==> src/rtl/icache_nway_control.sv <==
// rtl/icache_nway_control.sv - N-way icache control FSM: tree-PLRU, victim select, line refill, flush
// Optional feature macro: ICACHE_PERF_CNT_EN (32-bit hit/miss performance counters)
module icache_nway_control #(
  parameter int NUM_WAYS  = 4,
  parameter int NUM_SETS  = 16,
  parameter int BURST_LEN = 4,
  localparam int SET_W  = $clog2(NUM_SETS),
  localparam int BEAT_W = (BURST_LEN > 1) ? $clog2(BURST_LEN) : 1,
  localparam int WAY_W  = $clog2(NUM_WAYS),
  localparam int PLRU_W = NUM_WAYS - 1
) (
  input  logic                clk,
  input  logic                rst,
  input  logic                mem_read,
  input  logic [SET_W-1:0]    set_idx,
  input  logic [NUM_WAYS-1:0] hit_way,
  input  logic [NUM_WAYS-1:0] valid_way,
  input  logic                flush,
  input  logic                pmem_resp,
  output logic                mem_resp,
  output logic                pmem_read,
  output logic                addr_mux_sel,
  output logic [NUM_WAYS-1:0] load_way,
  output logic [BEAT_W-1:0]   beat_idx,
  output logic                valid_in,
  output logic                inval,
  output logic [SET_W-1:0]    inval_set,
  output logic                flush_busy,
  output logic [31:0]         hit_count,
  output logic [31:0]         miss_count
);

  typedef enum logic [1:0] {S_CHECK, S_REFILL, S_FLUSH} state_t;

  state_t              r_state, w_state_nxt;
  logic [BEAT_W-1:0]   r_beat;
  logic [SET_W-1:0]    r_fcnt;
  logic [SET_W-1:0]    r_miss_set;
  logic [WAY_W-1:0]    r_victim;
  logic                r_flush_pend;
  logic [PLRU_W-1:0]   r_plru [NUM_SETS];

  logic                w_go_refill;
  logic                w_last_beat;
  logic                w_flush_done;
  logic [WAY_W-1:0]    w_hit_idx;
  logic [WAY_W-1:0]    w_inv_idx;
  logic [WAY_W-1:0]    w_victim;

  // Walk the tree from the root: a 0 bit steers to the lower half, 1 to the upper half.
  function automatic logic [WAY_W-1:0] plru_victim(input logic [PLRU_W-1:0] bits);
    int n;
    logic [PLRU_W-1:0] bsh;
    n = 0;
    for (int l = 0; l < WAY_W; l++) begin
      bsh = bits >> n;
      n = 2 * n + 1 + int'(bsh[0]);
    end
    return WAY_W'(n - PLRU_W);
  endfunction

  // Point every node on the accessed way's path away from that way.
  function automatic logic [PLRU_W-1:0] plru_touch(input logic [PLRU_W-1:0] bits,
                                                   input logic [WAY_W-1:0]  way);
    int n;
    logic b;
    logic [WAY_W-1:0]  wsh;
    logic [PLRU_W-1:0] r;
    r = bits;
    n = 0;
    for (int l = WAY_W - 1; l >= 0; l--) begin
      wsh = way >> l;
      b = wsh[0];
      r = (r & ~(PLRU_W'(1) << n)) | (PLRU_W'(!b) << n);
      n = 2 * n + 1 + int'(b);
    end
    return r;
  endfunction

  // Encode the one-hot hit vector and find the lowest-index invalid way.
  always_comb begin
    logic [NUM_WAYS-1:0] hsh;
    logic [NUM_WAYS-1:0] vsh;
    w_hit_idx = '0;
    w_inv_idx = '0;
    for (int i = NUM_WAYS - 1; i >= 0; i--) begin
      hsh = hit_way >> i;
      vsh = valid_way >> i;
      if (hsh[0]) w_hit_idx = WAY_W'(i);
      if (!vsh[0]) w_inv_idx = WAY_W'(i);
    end
    w_victim = (~&valid_way) ? w_inv_idx : plru_victim(r_plru[set_idx]);
  end

  // Next-state and output decode.
  always_comb begin
    w_state_nxt  = r_state;
    mem_resp     = 1'b0;
    pmem_read    = 1'b0;
    addr_mux_sel = 1'b0;
    load_way     = '0;
    beat_idx     = '0;
    valid_in     = 1'b0;
    inval        = 1'b0;
    inval_set    = '0;
    flush_busy   = 1'b0;
    w_go_refill  = 1'b0;
    w_last_beat  = 1'b0;
    w_flush_done = 1'b0;
    case (r_state)
      S_CHECK: begin
        if (flush || r_flush_pend) begin
          w_state_nxt = S_FLUSH;
        end else if (mem_read && (|hit_way)) begin
          mem_resp = 1'b1;
        end else if (mem_read) begin
          w_state_nxt = S_REFILL;
          w_go_refill = 1'b1;
        end
      end
      S_REFILL: begin
        pmem_read    = 1'b1;
        addr_mux_sel = 1'b1;
        if (pmem_resp) begin
          load_way = NUM_WAYS'(1) << r_victim;
          beat_idx = r_beat;
          if (r_beat == BEAT_W'(BURST_LEN - 1)) begin
            valid_in    = 1'b1;
            w_last_beat = 1'b1;
            w_state_nxt = S_CHECK;
          end
        end
      end
      S_FLUSH: begin
        inval      = 1'b1;
        flush_busy = 1'b1;
        inval_set  = r_fcnt;
        if (r_fcnt == SET_W'(NUM_SETS - 1)) begin
          w_flush_done = 1'b1;
          w_state_nxt  = S_CHECK;
        end
      end
      default: w_state_nxt = S_CHECK;
    endcase
  end

  // FSM state, beat/flush counters, miss latches and pending-flush flag.
  always_ff @(posedge clk or negedge rst) begin
    if (!rst) begin
      r_state      <= S_CHECK;
      r_beat       <= '0;
      r_fcnt       <= '0;
      r_miss_set   <= '0;
      r_victim     <= '0;
      r_flush_pend <= 1'b0;
    end else begin
      r_state <= w_state_nxt;
      if (w_go_refill) begin
        r_miss_set <= set_idx;
        r_victim   <= w_victim;
      end
      if (r_state == S_REFILL && pmem_resp)
        r_beat <= w_last_beat ? '0 : r_beat + BEAT_W'(1);
      if (r_state == S_FLUSH)
        r_fcnt <= w_flush_done ? '0 : r_fcnt + SET_W'(1);
      if (r_state == S_REFILL && flush)
        r_flush_pend <= 1'b1;
      else if (w_flush_done)
        r_flush_pend <= 1'b0;
    end
  end

  // Per-set PLRU: touched on hit and on line fill, cleared set-by-set during flush.
  always_ff @(posedge clk or negedge rst) begin
    if (!rst) begin
      for (int s = 0; s < NUM_SETS; s++) r_plru[s] <= '0;
    end else if (mem_resp) begin
      r_plru[set_idx] <= plru_touch(r_plru[set_idx], w_hit_idx);
    end else if (w_last_beat) begin
      r_plru[r_miss_set] <= plru_touch(r_plru[r_miss_set], r_victim);
    end else if (r_state == S_FLUSH) begin
      r_plru[r_fcnt] <= '0;
    end
  end

`ifdef ICACHE_PERF_CNT_EN
  logic [31:0] r_hit_count;
  logic [31:0] r_miss_count;

  // Free-running hit/miss counters, wrapping modulo 2^32.
  always_ff @(posedge clk or negedge rst) begin
    if (!rst) begin
      r_hit_count  <= '0;
      r_miss_count <= '0;
    end else begin
      if (mem_resp)    r_hit_count  <= r_hit_count + 32'd1;
      if (w_go_refill) r_miss_count <= r_miss_count + 32'd1;
    end
  end

  assign hit_count  = r_hit_count;
  assign miss_count = r_miss_count;
`else
  assign hit_count  = '0;
  assign miss_count = '0;
`endif

endmodule

==> config.mk <==
export PLATFORM = sky130hd
export DESIGN_NAME = icache_nway_control
export DESIGN_NICKNAME = d
export VERILOG_FILES = /design/src/rtl/icache_nway_control.sv
export SDC_FILE = /design/constraint.sdc
export NUM_CORES = 1
export LEC_CHECK = 0
export ABC_AREA = 1
export CORE_ASPECT_RATIO = 1.25
export CORE_MARGIN = 3
export CORE_UTILIZATION = 70
export CTS_CLUSTER_SIZE = 8
export DETAILED_ROUTE_END_ITERATION = 10
export DONT_BUFFER_PORTS = 1
export GPL_ROUTABILITY_DRIVEN = 0
export PLACE_DENSITY = 0.88
export SETUP_SLACK_MARGIN = 0.5
export SYNTH_ARGS = -nofsm -noshare
export SYNTH_HDL_FRONTEND = slang
export SYNTH_SLANG_ARGS = --single-unit
==> constraint.sdc <==
create_clock -name clk -period 3 [get_ports clk]
set_clock_uncertainty 0.2 [all_clocks]
set_input_delay 0.6 -clock clk [delete_from_list [all_inputs] [get_ports clk]]
set_output_delay 0.6 -clock clk [all_outputs]
set_load 0.03 [all_outputs]
# Word-level counts from Yosys, hierarchy flattened

Cells that the tools add are included.

Bits in registers: 63
Input bits: 17
Output and inout port bits: 80
Word-level logic and storage cells: 137

Add/sub/neg operators: 8
Order comparisons: 6
Equal/unequal tests: 9
Shifts and indexed selects: 6
Muxes and demuxes: 56
Bitwise gates (word level): 13
Reduce and logical (&&, ||, !) cells: 17

Operators with widths:

| operator                                                   | count |
|---|---|
| 2-to-1 mux 48 bit                                          | 3 |
| bitwise mux 48 bit                                         | 2 |
| bitwise AND 48 bit                                         | 1 |
| NOT 48 bit                                                 | 1 |
| demux 3 bit (select 4 bit)                                 | 3 |
| 2-to-1 mux 2 bit                                           | 18 |
| binary-select mux 3 bit (select 4 bit)                     | 2 |
| 2-to-1 mux 3 bit                                           | 7 |
| 2-to-1 mux 1 bit                                           | 16 |
| 2-to-1 mux 4 bit                                           | 4 |
| greater-or-equal comparator 5 bit, second input constant   | 3 |
| less-than comparator 5 x 1 -> 1 bit, second input constant | 3 |
| NOT 4 -> 5 bit                                             | 3 |
| adder 1 x 1 -> 2 bit, first input constant                 | 3 |
| bitwise AND 3 bit                                          | 2 |
| logical AND 1 bit                                          | 6 |
| != test 2 bit, second input constant                       | 3 |
| != test 3 bit, second input constant                       | 2 |
| NOT 3 bit                                                  | 2 |
| OR 3 x 1 -> 3 bit                                          | 2 |
| OR 3 bit                                                   | 2 |
| one-hot mux 2 bit (3 select lines)                         | 1 |
| left shift 1 x 2 -> 3 bit                                  | 2 |
| left shift 1 x 2 -> 3 bit, first input constant            | 2 |
| other kinds (17)                                           | 22 |

# Longest topological paths before layout

Gate-level depths: netlist of the first run.

Word-level depth: 11
Mapped depth: 14
Mapped depth without buffers: 13

# Worst setup path after synthesis of the first run

Ideal clock, no wire load.

Path type: reg2out
Start: register r_state[0]
End: output port inval_set[0]
Arrival time: 1.676 ns
Data required time: 2.200 ns
Path slack: 0.524 ns
Stages on the path, launching flop included: 4
Buffers on the path: 0
Cells stage by stage: dfrtp_1 nor2_1 inv_1 nor2_1

Word-level cells in the longest chain between the ends: 2

RTL lines:

| item                   | RTL line | text |
|---|---|---|
| from (decl)            | 35       | `state_t r_state, w_state_nxt;` |
| from (signal assigned) | 157      | `r_state <= w_state_nxt;` |
| == test 2 bit          | 110      | `case (r_state)` |
| 2-to-1 mux 4 bit       | 110      |  |
| to (decl)              | 27       | `output logic [SET_W-1:0] inval_set,` |

No other way between the ends.

# Worst setup path after layout of the first run

Start: register r_victim[1]
End: output port load_way[3]

Word-level cells in the longest chain between the ends: 3

RTL lines:

| item                      | RTL line | text |
|---|---|---|
| from (decl)               | 39       | `logic [WAY_W-1:0] r_victim;` |
| from (signal assigned)    | 160      | `r_victim <= w_victim;` |
| left shift 1 x 2 -> 4 bit | 125      | `load_way = NUM_WAYS'(1) << r_victim;` |
| 2-to-1 mux 4 bit          | 124      | `if (pmem_resp) begin` |
| 2-to-1 mux 4 bit          | 110      |  |
| to (decl)                 | 23       | `output logic [NUM_WAYS-1:0] load_way,` |

No other way between the ends.

==> impl_metrics.py, run 1 <==
metrics = {
    "outcome": {
        "outcome": "complete, no violations",
    },
    "floorplanning": {
        "core.rowCount": 33,
        "initial_core_util": 0.741,
        "fp.dieH_um": 101,
        "io-pin-count": 97,
        "design.die.area_um2": 8230,
        "die_w_um": 81.7,
        "core_um2": 6770,
    },
    "yosys": {
        "synth.largest_area_cell": "dfrtp_1",
        "synth.area.top_cells": "dfrtp_1 31%, nand2_1 23%, buf_4 11%",
        "ys_types": 36,
        "ys_seq_area_frac": 0.314,
        "synth_cells": 789,
        "synth_top_cell_area_share": 0.314,
        "avgSynthCellArea_um2": 6.36,
        "ys_ff_latch": 63,
        "ys_warn_count": 0,
        "syn_area_um2": 5020,
    },
    "worst_setup_path": {
        "slowest_stage": "dfrtp_1",
        "cp_cell_sequence": "inv_1 -> buf_4 -> nor3_1 -> buf_4",
        "cp-start-kind": "flop",
        "r2r_slack_ns": 0.60,
        "critical_path_class": "reg2out",
        "cp_common_cell": "buf_4",
        "max_stage_delay_ns": 0.65,
        "critPathRequiredTime_ns": 2.20,
        "r2r_end": "r_plru[22]$_DFFE_PN0P_",
        "critical_path_arrival_ns": 1.77,
        "crit_start": "r_victim[1]$_DFFE_PN0P_",
        "crit_buf_inv": 3,
        "crit_family": "flip-flops",
        "reg2regPathDepth": 11,
        "cp-end-kind": "output port",
        "cp_max_fo": 14,
        "r2r_start": "r_miss_set[0]$_DFFE_PN0P_",
    },
    "timing": {
        "fin_tns_setup_ns": 0,
        "max-slew-margin-rel": 0.586,
        "clock.fmax_mhz": 389,
        "fin_crit_sh": 0.857,
        "setup_viol": 0,
        "drv_slew": 0,
        "hold_viol": 0,
        "grt_setup_unrepaired": "yes",
        "period_minus_slack_ns": 2.57,
        "worst_slew_pin_slew_ns": 0.618,
    },
    "detailed_routing": {
        "drt_first_pass_iters": 9,
        "routed_wl_mm": 15.8,
        "dr_total_vias": 5504,
        "wl_per_cell_um": 17.6,
        "first_iter_violations": 893,
        "drtAntennaViolNets": 0,
        "avgViaCountPerCell": 6.16,
        "drcViolationCount": 0,
    },
    "clock_network": {
        "clk_pin_slew_ns": 0.08,
        "root_buffer": "clkbuf_8",
        "cts_sinks": 63,
        "cts.path.max_buffers": 2,
        "htree_levels": 3,
        "cts_tree": "yes",
        "cts_buffers": 9,
        "insertion_delay_ns": 0.35,
    },
    "placement": {
        "io_buffers": 0,
        "place_area_um2": 4890,
        "dp_hpwl_mm": 11.0,
    },
    "global_routing": {
        "gr-usage-all-layers": 0.390,
        "grt_max_degree": 64,
        "grt_antenna_before_repair": 0,
        "grt_pass1_wl_mm": 24.6,
        "grt_pass1_vias": 5157,
        "grt_overflow": 0,
    },
    "final_layout": {
        "insertedDiodeCount": 0,
        "syn2layout_area_growth_pct": 3.29,
        "fin_area_um2": 5180,
        "nNetsFinal": 824,
        "fill_cells": 539,
        "drive_gt1_frac": 0.0793,
        "ff_latch_area_um2": 1580,
        "multi_input_area_um2": 2830,
    },
    "min_path": {
        "min_to": "r_flush_pend$_DFFE_PN0P_",
        "whs_path_depth": 2,
        "hp-start": "flush",
        "hp-class": "in2reg",
    },
    "pwr": {
        "irDropWorstVdd_uv": 779,
        "finalPower_mw": 3.64,
        "p_leak_nw": 2.71,
        "powerDensity_nw_per_um2": 703,
    },
    "job": {
        "maxCapViolCount": 0,
    },
}
## cell usage after synthesis
master     instances
nand2_1          306
nor2_1            76
buf_4             72
dfrtp_1           63
inv_1             61
nand3_1           51
o21ai_0           42
a21oi_1           21
nor3_1            15
nand4_1            7
buf_2              6
o211ai_1           6
a22oi_1            5
ha_1               5
inv_2              5
o22ai_1            5
buf_6              4
clkbuf_1           4
nand2b_1           4
nor2_2             4
a31oi_1            3
nand2_2            3
o2111ai_1          3
o211a_1            3
o21ai_1            3
o21bai_1           2
a211oi_1           1
conb_1             1
inv_4              1
mux2_2             1
nand2_4            1
nand3_2            1
o21ai_4            1
o221ai_1           1
o31ai_1            1
xor2_1             1
## layer usage
layer	GRT usage	part of all wire	vias up
li1	-	-	2407
met1	0.460	0.34	2418
met2	0.598	0.44	510
met3	0.116	0.14	169
met4	0.276	0.088	0
met5	0	0	-
## state kept, by name (all words and copies together) (netlist names)
signal        cells
r_plru           48
r_fcnt            4
r_miss_set        4
r_beat            2
r_state           2
r_victim          2
r_flush_pend      1
## power breakdown
group | internal (mW) | switching, mW
Combinational | 0.435 | 1.23
Sequential | 1.03 | 0.180
Clock | 0.402 | 0.362
Total | 1.87 | 1.78
## metrics by stage
stage,hold slack (ns),setup WS (ns),util,instances
after floorplan,0.104,0.524,-,852
after global placement,0.106,0.380,0.722,874
after detailed placement,0.106,0.305,0.722,874
after CTS,0.176,0.528,0.761,892
after global routing,0.191,0.403,0.766,894
final,0.173,0.428,0.766,894
## cell families after synthesis
group / synth area share
AOI/OAI and AO/OA: 0.114
xor gates and xnor gates: 0.00175
adders and majority gates: 0.0125
buffers and inverters: 0.176
DFF: 0.314
muxes: 0.00224
other: 0.000747
and+or+nand+nor: 0.378
## cell type report
type	count	share of cell area
Inverter	67	0.0500
Clock buffer	10	0.0265
Multi-Input combinational cell	636	0.545
Sequential cell	63	0.304
Tap cell	87	0.0210
Timing Repair Buffer	25	0.0413
Clock inverter	6	0.0116
## worst max-delay path by stage
| stage | end | cells after the start |
|---|---|---|
| after detailed placement | r_plru[44]$_DFFE_PN0P_ | 13 |
| after CTS | load_way[3] | 6 |
| after global placement | r_plru[44]$_DFFE_PN0P_ | 13 |
| after floorplan | inval_set[0] | 3 |
| after global routing | load_way[3] | 4 |
| final | load_way[3] | 4 |
## layout by cell type (no fill, tap or decap), types with 3 or more instances in the layout
cell,instances
nand2_1,304
nor2_1,72
conb_1,64
dfrtp_1,62
inv_1,61
nand3_1,51
o21ai_0,42
buf_4,22
a21oi_1,21
nor3_1,15
clkbuf_8,10
nor2_2,7
nand4_1,7
o211ai_1,6
a22oi_1,5
o22ai_1,5
ha_1,5
inv_2,4
nand2_2,4
nand2b_1,4
o2111ai_1,3
o211a_1,3
o21ai_1,3
a31oi_1,3
clkinv_2,3
## what timing repair did
| item | in CTS | in global routing |
|---|---|---|
| resized for setup | 8 | 5 |
| hold buffers | 2 | 0 |
| setup buffers | 0 | 2 |
| pin swaps | 0 | 1 |
| hold endpoints to repair | 63 | 0 |
| setup endpoints to repair | 22 | 38 |
(Power assumes the default switching activity.)
==> inputs of run 2 (changes only) <==
TNS_END_PERCENT = 1   (was default)
==> run 2 against run 1 <==
Sequential cell count unchanged. Utilization decreased by 0.17 points. Maximum frequency increased by 1.3%. Total power decreased by 0.63%. Combinational power about the same. Routed wire length decreased by 1.9%. First-iteration DRC count decreased by 10%.
==> impl_metrics.py, run 2 (synthesis gave the netlist of run 1 again) <==
metrics = {
    "global_routing": {
        "gr-usage-all-layers": 0.389,
        "grt_max_degree": 64,
        "grt_pass1_vias": 5154,
        "grt_overflow": 0,
        "grt_pass1_wl_mm": 24.5,
        "grt_antenna_before_repair": 0,
    },
    "worst_setup_path": {
        "cp_common_cell": "buf_4",
        "cp-end-kind": "output port",
        "max_stage_delay_ns": 0.63,
        "r2r_slack_ns": 0.54,
        "cp-start-kind": "flop",
        "crit_buf_inv": 3,
        "critPathRequiredTime_ns": 2.20,
        "cp_cell_sequence": "inv_1 -> buf_4 -> nor3_1 -> buf_4",
        "r2r_end": "r_plru[40]$_DFFE_PN0P_",
        "critical_path_arrival_ns": 1.74,
        "slowest_stage": "dfrtp_1",
        "r2r_start": "r_miss_set[0]$_DFFE_PN0P_",
        "critical_path_class": "reg2out",
        "cp_max_fo": 14,
        "reg2regPathDepth": 11,
        "crit_family": "flip-flops",
    },
    "detailed_routing": {
        "drt_first_pass_iters": 8,
        "dr_total_vias": 5494,
        "routed_wl_mm": 15.5,
        "drcViolationCount": 0,
        "avgViaCountPerCell": 6.15,
        "first_iter_violations": 803,
        "drtAntennaViolNets": 0,
        "wl_per_cell_um": 17.3,
    },
    "placement": {
        "place_area_um2": 4890,
        "io_buffers": 0,
        "dp_hpwl_mm": 11.0,
        "pre_cts_ws_ns": 0.305,
    },
    "final_layout": {
        "drive_gt1_frac": 0.0781,
        "largest_reg_flops": 48,
        "ff_latch_area_um2": 1580,
        "nNetsFinal": 824,
        "fin_area_um2": 5170,
        "final_common_cell": "nand2_1",
        "largestRegisters": "r_plru x48, r_fcnt x4, r_miss_set x4",
        "finalCoreUtilization": 0.764,
        "multi_input_area_um2": 2820,
        "final_cell_mix": "304 x nand2_1, 73 x nor2_1, 64 x conb_1, 62 x dfrtp_1, 61 x inv_1",
        "insertedDiodeCount": 0,
        "top_register": "r_plru",
        "syn2layout_area_growth_pct": 3.07,
        "fill_cells": 538,
    },
    "floorplanning": {
        "io-pin-count": 97,
        "core.rowCount": 33,
        "die_w_um": 81.7,
        "fp.dieH_um": 101,
        "core_um2": 6770,
        "design.die.area_um2": 8230,
        "initial_core_util": 0.741,
    },
    "timing": {
        "fin_tns_setup_ns": 0,
        "grt_setup_unrepaired": "yes",
        "worst_slack_ns": 0.461,
        "fin_crit_sh": 0.846,
        "worst_slew_pin_slew_ns": 0.620,
        "period_minus_slack_ns": 2.54,
        "drv_slew": 0,
        "max-slew-margin-rel": 0.585,
        "setup_viol": 0,
        "hold_viol": 0,
        "clock.fmax_mhz": 394,
    },
    "clock_network": {
        "htree_levels": 3,
        "insertion_delay_ns": 0.35,
        "cts_tree": "yes",
        "cts.path.max_buffers": 2,
        "clk_pin_slew_ns": 0.08,
        "cts_buffers": 9,
        "cts_sinks": 63,
        "root_buffer": "clkbuf_8",
    },
    "min_path": {
        "hp-class": "in2reg",
        "min_to": "r_miss_set[1]$_DFFE_PN0P_",
        "whs_path_depth": 2,
        "hp-start": "set_idx[1]",
    },
    "pwr": {
        "p_leak_nw": 2.71,
        "irDropWorstVdd_uv": 774,
        "finalPower_mw": 3.62,
        "powerDensity_nw_per_um2": 700,
    },
    "job": {
        "maxCapViolCount": 0,
    },
    "outcome": {
        "outcome": "complete, no violations",
    },
}
==> run 2: cell counts in the layout (fill, tap and decap cells not counted) <==
No cell type changed its count.
==> run 2: per-stage QoR <==
step,hold slack [ns],std cells
after floorplan,0.104,852
after global placement,0.106,874
after detailed placement,0.106,874
after CTS,0.176,892
after global routing,0.190,894
final,0.175,894
==> run 2: power breakdown <==
group | switching [mW] | internal [mW]
registers | 0.176 | 1.03
logic | 1.22 | 0.431
clock network | 0.359 | 0.402
total | 1.76 | 1.86
==> run 2: routing by layer <==
metal / global-route usage / up-vias / wire, um
li1: - / 2412 / -
met1: 0.459 / 2431 / 5240
met2: 0.599 / 505 / 6910
met3: 0.112 / 146 / 2040
met4: 0.274 / 0 / 1270
met5: 0 / - / 0
==> run 2: cell type report <==
class,count,share of cell area
multi-input combinational,636,0.545
sequential,63,0.305
inverter,67,0.0501
timing repair buffer,25,0.0406
clock buffer,10,0.0266
tap,87,0.0210
clock inverter,6,0.0116
==> run 2: what timing repair did <==
action / 4_1_cts / 5_1_grt
resized for setup: 6 / 4
hold buffers: 2 / 0
endpoints found under the hold margin: 63 / 0
setup endpoints to repair: 22 / 45
pin swaps: 0 / 1
setup buffers: 0 / 2
==> run 2: worst max-delay path by stage <==
stage / slack [ns] / cells past startpoint / startpoint / end
floorplan: 0.52 / 3 / r_state[0]$_DFFE_PN0P_ / inval_set[0]
global placement: 0.38 / 13 / r_miss_set[0]$_DFFE_PN0P_ / r_plru[44]$_DFFE_PN0P_
detailed placement: 0.30 / 13 / r_miss_set[0]$_DFFE_PN0P_ / r_plru[44]$_DFFE_PN0P_
CTS: 0.45 / 6 / r_state[1]$_DFFE_PN0P_ / load_way[3]
global route: 0.43 / 6 / r_state[1]$_DFFE_PN0P_ / load_way[3]
finish: 0.46 / 4 / r_victim[1]$_DFFE_PN0P_ / load_way[3]
